==> src/rtl/cond_logic.sv <==
// cond_logic: ARM condition evaluation, NZCV flags register and write gating.
// Optional exec/squash statistics counters when COND_STATS_EN is defined.
module cond_logic #(
  parameter logic [3:0] FLAGS_RESET = 4'b0000
`ifdef COND_STATS_EN
  , parameter int STAT_WIDTH = 16
`endif
) (
  input  logic                  clk,
  input  logic                  reset,
  input  logic                  en,
  input  logic [3:0]            cond,
  input  logic [3:0]            alu_flags,
  input  logic [1:0]            flag_w,
  input  logic                  no_write,
  input  logic                  pcs,
  input  logic                  reg_w,
  input  logic                  mem_w,
  output logic                  cond_ex,
  output logic                  pc_src,
  output logic                  reg_write,
  output logic                  mem_write,
`ifdef COND_STATS_EN
  input  logic                  stat_clr,
  output logic [STAT_WIDTH-1:0] exec_count,
  output logic [STAT_WIDTH-1:0] squash_count,
`endif
  output logic [3:0]            flags
);
  logic n, z, c, v, pass;
  logic [15:0] tbl;
  assign {n, z, c, v} = flags;
  // Indexed lookup so an unknown cond propagates X in simulation
  assign tbl = {1'b0, 1'b1, z | (n != v), ~z & (n == v), n != v, n == v, ~c | z, c & ~z,
                ~v, v, ~n, n, ~c, c, ~z, z};
  assign cond_ex = tbl[cond];
  assign pass = en & cond_ex;
  assign pc_src = pass & pcs;
  assign reg_write = pass & reg_w & ~no_write;
  assign mem_write = pass & mem_w;
  always_ff @(posedge clk or posedge reset)
    if (reset) flags <= FLAGS_RESET;
    else begin
      if (pass & flag_w[1]) flags[3:2] <= alu_flags[3:2];
      if (pass & flag_w[0]) flags[1:0] <= alu_flags[1:0];
    end
`ifdef COND_STATS_EN
  always_ff @(posedge clk or posedge reset)
    if (reset) begin
      exec_count <= '0;
      squash_count <= '0;
    end else if (stat_clr) begin
      exec_count <= '0;
      squash_count <= '0;
    end else if (en) begin
      if (cond_ex && !(&exec_count)) exec_count <= exec_count + 1'b1;
      if (!cond_ex && !(&squash_count)) squash_count <= squash_count + 1'b1;
    end
`endif
endmodule

==> config.mk <==
export PLATFORM = sky130hd
export DESIGN_NAME = cond_logic
export DESIGN_NICKNAME = d
export VERILOG_FILES = /design/src/rtl/cond_logic.sv
export SDC_FILE = /design/constraint.sdc
export NUM_CORES = 1
export LEC_CHECK = 0
export ABC_CLOCK_PERIOD_IN_PS = 3950
export CORE_AREA = 3 3 40 42
export DETAILED_ROUTE_END_ITERATION = 16
export DIE_AREA = 0 0 43 45
export PLACE_DENSITY = 0.7
export SYNTH_ARGS = -nofsm -noshare
export SYNTH_HDL_FRONTEND = slang
export SYNTH_SLANG_ARGS = --single-unit
export TNS_END_PERCENT = 10
==> constraint.sdc <==
create_clock -name clk -period 3.95 [get_ports clk]
set_input_delay 0.5925 -clock clk [delete_from_list [all_inputs] [get_ports clk]]
set_output_delay 0.5925 -clock clk [all_outputs]
set_load 0.01 [all_outputs]
== Word level (Yosys, flattened, before mapping) ==
Index checks and enable logic that the tools add are counted.
Word-level totals
  memories: 0
  word-level logic and storage cells: 23
  input port bits: 17
  register bits: 4
  bits in read-only memories: 0
  latch bits: 0
  bits in writable memories: 0
Cells by class
  reduce and logical (&&, ||, !) cells: 0
  mux-type cells: 2
  shift operators: 0
  order comparisons: 1
  bitwise operators: 16
  divide/modulo/power cells: 0
  equal/unequal tests: 2
  add/subtract/negate cells: 0
  multiply operators: 0
Operators by type and width (count)
  1-bit AND: 9
  4-bit by 5-bit less-than comparator with 1-bit output (second input constant): 1
  1-bit NOT: 5
  1-bit binary-select mux with 4-bit select: 1
  1-bit OR: 2
  1-bit equality test: 1
  1-bit 2-to-1 mux: 1
  1-bit != test: 1

== Longest topological paths before layout ==
Gate-level depths: netlist (run 1).
  depth in word-level cells: 7
  gate-level depth with buffers: 5
  mapped depth without buffers: 5

== Least setup slack after synthesis (run 1) ==
OpenSTA, ideal clock, no wires.
  kind: input to output
  from: in cond[1]
  to: out reg_write
  stages: 5
  required time: 3357 ps
  arrival: 1883 ps
  setup slack: 1474 ps
  path through: nor3b_1 > or4_4 > a21oi_1 > xnor2_1 > nor3_1
On the way
  cells in the longest elaborated chain, start to end: 5
Ends and longest elaborated chain
  start: declaration: line 12  | input logic [3:0] cond,
  1-bit binary-select mux with 4-bit select: line 36  | assign cond_ex = tbl[cond];
  1-bit 2-to-1 mux (implied by the code): line 36
  1-bit AND: line 37  | assign pass = en & cond_ex;
  1-bit AND (2 in a row): line 39  | assign reg_write = pass & reg_w & ~no_write;
  end: declaration: line 21  | output logic reg_write,
No other way between the ends. The select of a mux whose other input is x is not followed.

== Final worst setup path (run 1) ==
Ends and elaborated chain as after synthesis.

==> results.sh, run 1 <==
export IMPL_synth_async_reset_ratio_pct=100
export IMPL_postCtsResizedCells=0
export IMPL_portion_of_synthesized_cell_area_occupied_by_the_leading_cell_type_pct=23.5
export IMPL_detailroute_wirelength_met2_um=570
export IMPL_timing_hold_worst_endpoint="flags[2]$_DFFE_PP0P_"
export IMPL_achievable_frequency_mhz=279
export IMPL_setup_violations_final=0
export IMPL_timing_critical_path_from_type="input pin"
export IMPL_cp_slowest_stage_delay_ns=0.56
export IMPL_synth_ff_latch_count=4
export IMPL_grt_pass1_vias=492
export IMPL_cp_end_kind="output port"
export IMPL_critical_path_reg2reg_startpoint="flags[3]$_DFFE_PP0P_"
export IMPL_cts_path_max_buffers=2
export IMPL_syn_area_per_cell_sq_um=9.45
export IMPL_placement_rows=13
export IMPL_cellLeakagePower_uw=0.000261
export IMPL_top_layer_in_use="met3"
export IMPL_synth_top_cells_by_area="dfrtp_1 (24%), mux2_1 (11%), o32ai_2 (7.6%), nand2_1 (6.2%), xnor2_1 (6.2%)"
export IMPL_area_growth_synth_to_final_pct=66.2
export IMPL_slew_violations=0
export IMPL_vias=456
export IMPL_drv_max_cap_violation_count=0
export IMPL_max_slew_margin_pct=63.9
export IMPL_drt_initial_drc_count=7
export IMPL_detail_route_antenna_nets=0
export IMPL_required_ns=3.36
export IMPL_worstRegToRegCells=5
export IMPL_cp_startpoint="cond[1]"
export IMPL_timing_hold_violations_final=0
export IMPL_remaining_drc_errors=0
export IMPL_dieArea_sq_um=1940
export IMPL_syn_area_sq_um=425
export IMPL_p_per_area_nw_per_um2=462
export IMPL_post_synth_top_area_cell="dfrtp_1"
export IMPL_num_nets_final=91
export IMPL_min_period_over_period_pct=90.6
export IMPL_syn_inst=45
export IMPL_timing_clock_skew_ns=0.00130
export IMPL_post_cts_hold_buffer_count=0
export IMPL_post_cts_buffers=0
export IMPL_grt_antenna_before_repair=0
export IMPL_fp_dieW_um=43
export IMPL_detail_route_wirelength_met1_um=428
export IMPL_ys_top_cells_by_count="nand2_1 (7), dfrtp_1 (4), mux2_1 (4)"
export IMPL_cts_bufs_inserted=3
export IMPL_worst_hold_path_num_cells=1
export IMPL_regMostFlops="flags"
export IMPL_fin_setup_tns_ns=0
export IMPL_grt_ovfl_total=0
export IMPL_tritoncts_clock_tree="built"
export IMPL_cts_root_buffer="clkbuf_4"
export IMPL_top_flip_flop_cell_by_instance_count_after_synthesis="dfrtp_1"
export IMPL_worstReg2RegEnd="flags[2]$_DFFE_PP0P_"
export IMPL_reg2reg_slack_ns=1.84
export IMPL_clkTransAtPathRegs_ns=0.03
export IMPL_final_min_clock_period_ns=3.58
export IMPL_post_synth_top_count_cell="nand2_1"
export IMPL_pin_count_of_the_biggest_net_entering_global_routing=9
export IMPL_crit_path_max_fanout=6
export IMPL_run_status="finished, final reports clean"
export IMPL_worst_ep_arrival_time_ns=2.99
export IMPL_critical_path_most_common_cell="clkdlybuf4s50_1"
export IMPL_synthesis_nets=62
export IMPL_tightestPinTransition_ns=0.534
export IMPL_critical_path_slowest_cell="clkdlybuf4s50_1"
export IMPL_routabilityCongestion=0.710
export IMPL_dp_hpwl_um=932
export IMPL_share_of_layout_cells_above_drive_strength_1_pct=13.9
export IMPL_hold_class="reg -> reg"
export IMPL_synth_edff_count=0
export IMPL_drt_wirelength_per_cell_um=12.0
export IMPL_ir_worst_vdd_mv=0.269
export IMPL_initial_utilization_pct=33.1
export IMPL_htree_depth=1
export IMPL_placeableCoreArea_sq_um=1280
export IMPL_clk_insertion_delay_late_ns=0.23
export IMPL_antenna_cells=0
export IMPL_worstHoldStart="flags[2]$_DFFE_PP0P_"
export IMPL_clock_sink_count=4
export IMPL_detail_route_first_pass_iterations=2
export IMPL_number_of_distinct_standard_cells_referenced_by_the_synthesized_netlist=21
export IMPL_setup_repair_after_global_routing_missed_its_margin="false"
export IMPL_crit_path_cell_trace="clkdlybuf4s50_1, nor3b_1, or4_4, a21oi_1, xnor2_1, nor3_1, clkdlybuf4s50_1"
export IMPL_grt_pass1_wl_um=1790
export IMPL_yosysSeqAreaShare_pct=23.5
export IMPL_number_of_flip_flops_under_the_largest_register_name=4
export IMPL_detail_route_wirelength_um=1050
export IMPL_dr_wl_met3_um=48
export IMPL_portBuffers=24
export IMPL_timing_setup_critical_path_class="in -> out"
export IMPL_grt_use_total_pct=12.0
export IMPL_io_pins=25
export IMPL_largest_registers="flags x4"
export IMPL_viasPerCell=5.24
export IMPL_ys_warn_count=0
export IMPL_stdcell_area_sq_um=707
export IMPL_postPlaceCellArea_sq_um=684
export IMPL_dieHeight_um=45
==> layout make-up <==
class	count	area (sq um)
multi-input combinational	38	314
sequential	4	100
clock buffer	3	22.5
inverter	3	11.3
tap	15	18.8
fill	111	578
timing repair buffer	24	240
==> placed cells by master, fill, tap and decap left out, types with 3 or more instances in the layout <==
master,count
clkdlybuf4s50_1,24
nand2_1,7
mux2_1,4
dfrtp_1,4
inv_1,3
xnor2_1,3
nor3_1,3
clkbuf_4,3
==> through the flow <==
stage	total power (uW)	hold slack, ns	util, %	cells	setup WS, ns
2_1_floorplan	187	0.359	-	45	1.47
3_3_place_gp	278	0.521	53.3	84	0.414
3_5_place_dp	280	0.540	53.3	84	0.377
4_1_cts	332	0.549	55.0	87	0.364
5_1_grt	353	0.564	55.0	87	0.190
6_report	326	0.540	55.0	87	0.372
==> worst max-delay path: cells and delay by family <==
family | cells | cell delay, ns
buffers and inverters | 2 | 1.09
AND/OR/NAND/NOR | 3 | 0.97
AO/OA/AOI/OAI | 1 | 0.20
XOR/XNOR | 1 | 0.13
==> worst max-delay path by stage <==
stage,end,cells after the start
3_5_place_dp,reg_write,7
3_3_place_gp,reg_write,7
6_report,reg_write,7
5_1_grt,reg_write,7
2_1_floorplan,reg_write,5
4_1_cts,reg_write,7
==> power by group <==
group / internal, uW / total (uW) / leakage (uW) / switching, uW
Clock: 33.8 / 48.2 / 0.0000138 / 14.3
Sequential: 62.3 / 89.1 / 0.0000472 / 26.8
Combinational: 111 / 189 / 0.000200 / 78.3
==> logic make-up after synthesis <==
| kind of cell | synth area share, % |
|---|---|
| AOI/OAI and AO/OA | 28.5 |
| buffers and inverters | 2.65 |
| and+or+nand+nor | 28.5 |
| xor gates and xnor gates | 6.18 |
| DFF | 23.5 |
| muxes | 10.6 |
==> per-layer routing <==
metal	track usage, %	vias to the layer above
met5	0	-
met4	5.42	0
met3	1.99	0
met2	23.7	9
met1	12.2	212
li1	-	235
No activity file was read; power rests on OpenSTA's default activity.
==> run 2: changes to the inputs <==
CTS_BUF_LIST = sky130_fd_sc_hd__clkbuf_2   (was default)
==> run 2 against run 1 <==
Net effect:
- die area unchanged
- clock-buffer cell count unchanged
- final cell count unchanged
- flip-flop and latch count unchanged
- global-route usage increased by 0.25 points
- core utilization decreased by 0.58 points
- fmax unchanged
- clock skew decreased by 0.00087 ns
- register-to-register slack about the same
- via count increased by 0.44%
- critical path type unchanged
- setup slack unchanged
==> results.sh, run 2 (synthesized netlist as in run 1, its figures left out) <==
export IMPL_run_status="finished, final reports clean"
export IMPL_viasPerCell=5.26
export IMPL_post_cts_hold_buffer_count=0
export IMPL_grt_antenna_before_repair=0
export IMPL_num_nets_final=91
export IMPL_setup_repair_after_global_routing_missed_its_margin="false"
export IMPL_achievable_frequency_mhz=279
export IMPL_largest_registers="flags x4"
export IMPL_critical_path_slowest_cell="clkdlybuf4s50_1"
export IMPL_fin_setup_tns_ns=0
export IMPL_crit_path_max_fanout=6
export IMPL_intPower_uw=193
export IMPL_grt_pass1_vias=505
export IMPL_grt_use_total_pct=12.2
export IMPL_drt_initial_drc_count=4
export IMPL_clock_power_share_pct=11.0
export IMPL_tritoncts_clock_tree="built"
export IMPL_hold_class="reg -> reg"
export IMPL_setup_violations_final=0
export IMPL_timing_critical_path_from_type="input pin"
export IMPL_cellLeakagePower_uw=0.000259
export IMPL_timing_hold_violations_final=0
export IMPL_max_slew_margin_pct=63.9
export IMPL_initial_utilization_pct=33.1
export IMPL_mostFrequentLayoutCell="clkdlybuf4s50_1"
export IMPL_required_ns=3.36
export IMPL_postCtsResizedCells=0
export IMPL_fp_dieW_um=43
export IMPL_ir_worst_vdd_mv=0.250
export IMPL_sw_frac_of_total_pct=38.1
export IMPL_grt_pass1_wl_um=1810
export IMPL_dieHeight_um=45
export IMPL_placed_cells=84
export IMPL_clock_sink_count=4
export IMPL_critical_path_most_common_cell="clkdlybuf4s50_1"
export IMPL_io_pins=25
export IMPL_detail_route_first_pass_iterations=2
export IMPL_stdcell_area_sq_um=699
export IMPL_pwr_share_seq_pct=28.5
export IMPL_cp_startpoint="cond[1]"
export IMPL_timing_clock_skew_ns=0.000436
export IMPL_crit_path_cell_trace="clkdlybuf4s50_1, nor3b_1, or4_4, a21oi_1, xnor2_1, nor3_1, clkdlybuf4s50_1"
export IMPL_clkTransAtPathRegs_ns=0.04
export IMPL_final_core_utilization_pct=54.4
export IMPL_number_of_flip_flops_under_the_largest_register_name=4
export IMPL_cp_end_kind="output port"
export IMPL_worst_ep_arrival_time_ns=2.99
export IMPL_power_switching_uw=119
export IMPL_htree_depth=1
export IMPL_vias=458
export IMPL_clk_insertion_delay_late_ns=0.19
export IMPL_pin_count_of_the_biggest_net_entering_global_routing=9
export IMPL_leading_cell_types_in_the_layout_fill_and_taps_excluded="clkdlybuf4s50_1 (24), nand2_1 (7), mux2_1 (4), dfrtp_1 (4)"
export IMPL_detail_route_wirelength_um=1040
export IMPL_detail_route_antenna_nets=0
export IMPL_cts_bufs_inserted=3
export IMPL_cts_root_buffer="clkbuf_2"
export IMPL_portBuffers=24
export IMPL_pwr_share_comb_pct=60.5
export IMPL_placeableCoreArea_sq_um=1280
export IMPL_critical_path_reg2reg_startpoint="flags[3]$_DFFE_PP0P_"
export IMPL_postPlaceCellArea_sq_um=684
export IMPL_share_of_layout_cells_above_drive_strength_1_pct=13.9
export IMPL_cts_path_max_buffers=2
export IMPL_area_growth_synth_to_final_pct=64.4
export IMPL_remaining_drc_errors=0
export IMPL_drv_max_cap_violation_count=0
export IMPL_dp_hpwl_um=932
export IMPL_final_min_clock_period_ns=3.58
export IMPL_worstHoldStart="flags[2]$_DFFE_PP0P_"
export IMPL_layoutNonFillerInstCount=87
export IMPL_drt_wirelength_per_cell_um=12.0
export IMPL_grt_ovfl_total=0
export IMPL_cp_slowest_stage_delay_ns=0.56
export IMPL_reg2reg_slack_ns=1.84
export IMPL_placement_rows=13
export IMPL_slew_violations=0
export IMPL_regMostFlops="flags"
export IMPL_post_cts_buffers=0
export IMPL_dieArea_sq_um=1940
export IMPL_tightestPinTransition_ns=0.534
export IMPL_min_period_over_period_pct=90.6
export IMPL_p_per_area_nw_per_um2=447
export IMPL_antenna_cells=0
export IMPL_routabilityCongestion=0.710
export IMPL_timing_setup_critical_path_class="in -> out"
run 2: layer usage:
layer | share of wire [%] | wire (um) | GRT usage (%) | vias up
met5 | 0 | 0 | 0 | -
met2 | 54 | 567 | 23.7 | 9
li1 | - | - | - | 235
met4 | 0 | 0 | 7.23 | 0
met1 | 41 | 432 | 12.2 | 214
met3 | 4.2 | 44 | 1.99 | 0
run 2: area by class of cell:
type | count | area [sq um]
Sequential cell | 4 | 100
Clock buffer | 3 | 15.0
Timing Repair Buffer | 24 | 240
Inverter | 3 | 11.3
Fill cell | 112 | 586
Tap cell | 15 | 18.8
Multi-Input combinational cell | 38 | 314
run 2: power by group through the flow:
stage / Combinational, uW / Sequential (uW) / Clock (uW)
after floorplan: 92.0 / 94.7 / 0
after global placement: 187 / 90.6 / 0
after detailed placement: 190 / 89.4 / 0
after CTS: 191 / 89.5 / 37.5
after global routing: 205 / 92.4 / 41.1
final: 189 / 89.1 / 34.4
run 2: through the flow:
step | worst slack (ns) | total power [uW] | hold slack [ns]
final | 0.372 | 312 | 0.541
after global routing | 0.190 | 339 | 0.575
after CTS | 0.364 | 318 | 0.550
after detailed placement | 0.377 | 280 | 0.540
after global placement | 0.414 | 278 | 0.521
after floorplan | 1.47 | 187 | 0.359
run 2: final timing paths:
path	cells after the start	end
worst max-delay path	7	reg_write
worst min-delay path	1	flags[2]$_DFFE_PP0P_
worst max register to register	5	flags[2]$_DFFE_PP0P_
worst min register to register	1	flags[2]$_DFFE_PP0P_
max in group asynchronous	2	flags[2]$_DFFE_PP0P_
min in group asynchronous	2	flags[1]$_DFFE_PP0P_
run 2: worst max-delay path: cells and delay by family:
family                 cells  cell delay [ns]
AND/OR/NAND/NOR            3             0.97
AO/OA/AOI/OAI              1             0.20
XOR/XNOR                   1             0.13
buffers and inverters      2             1.09
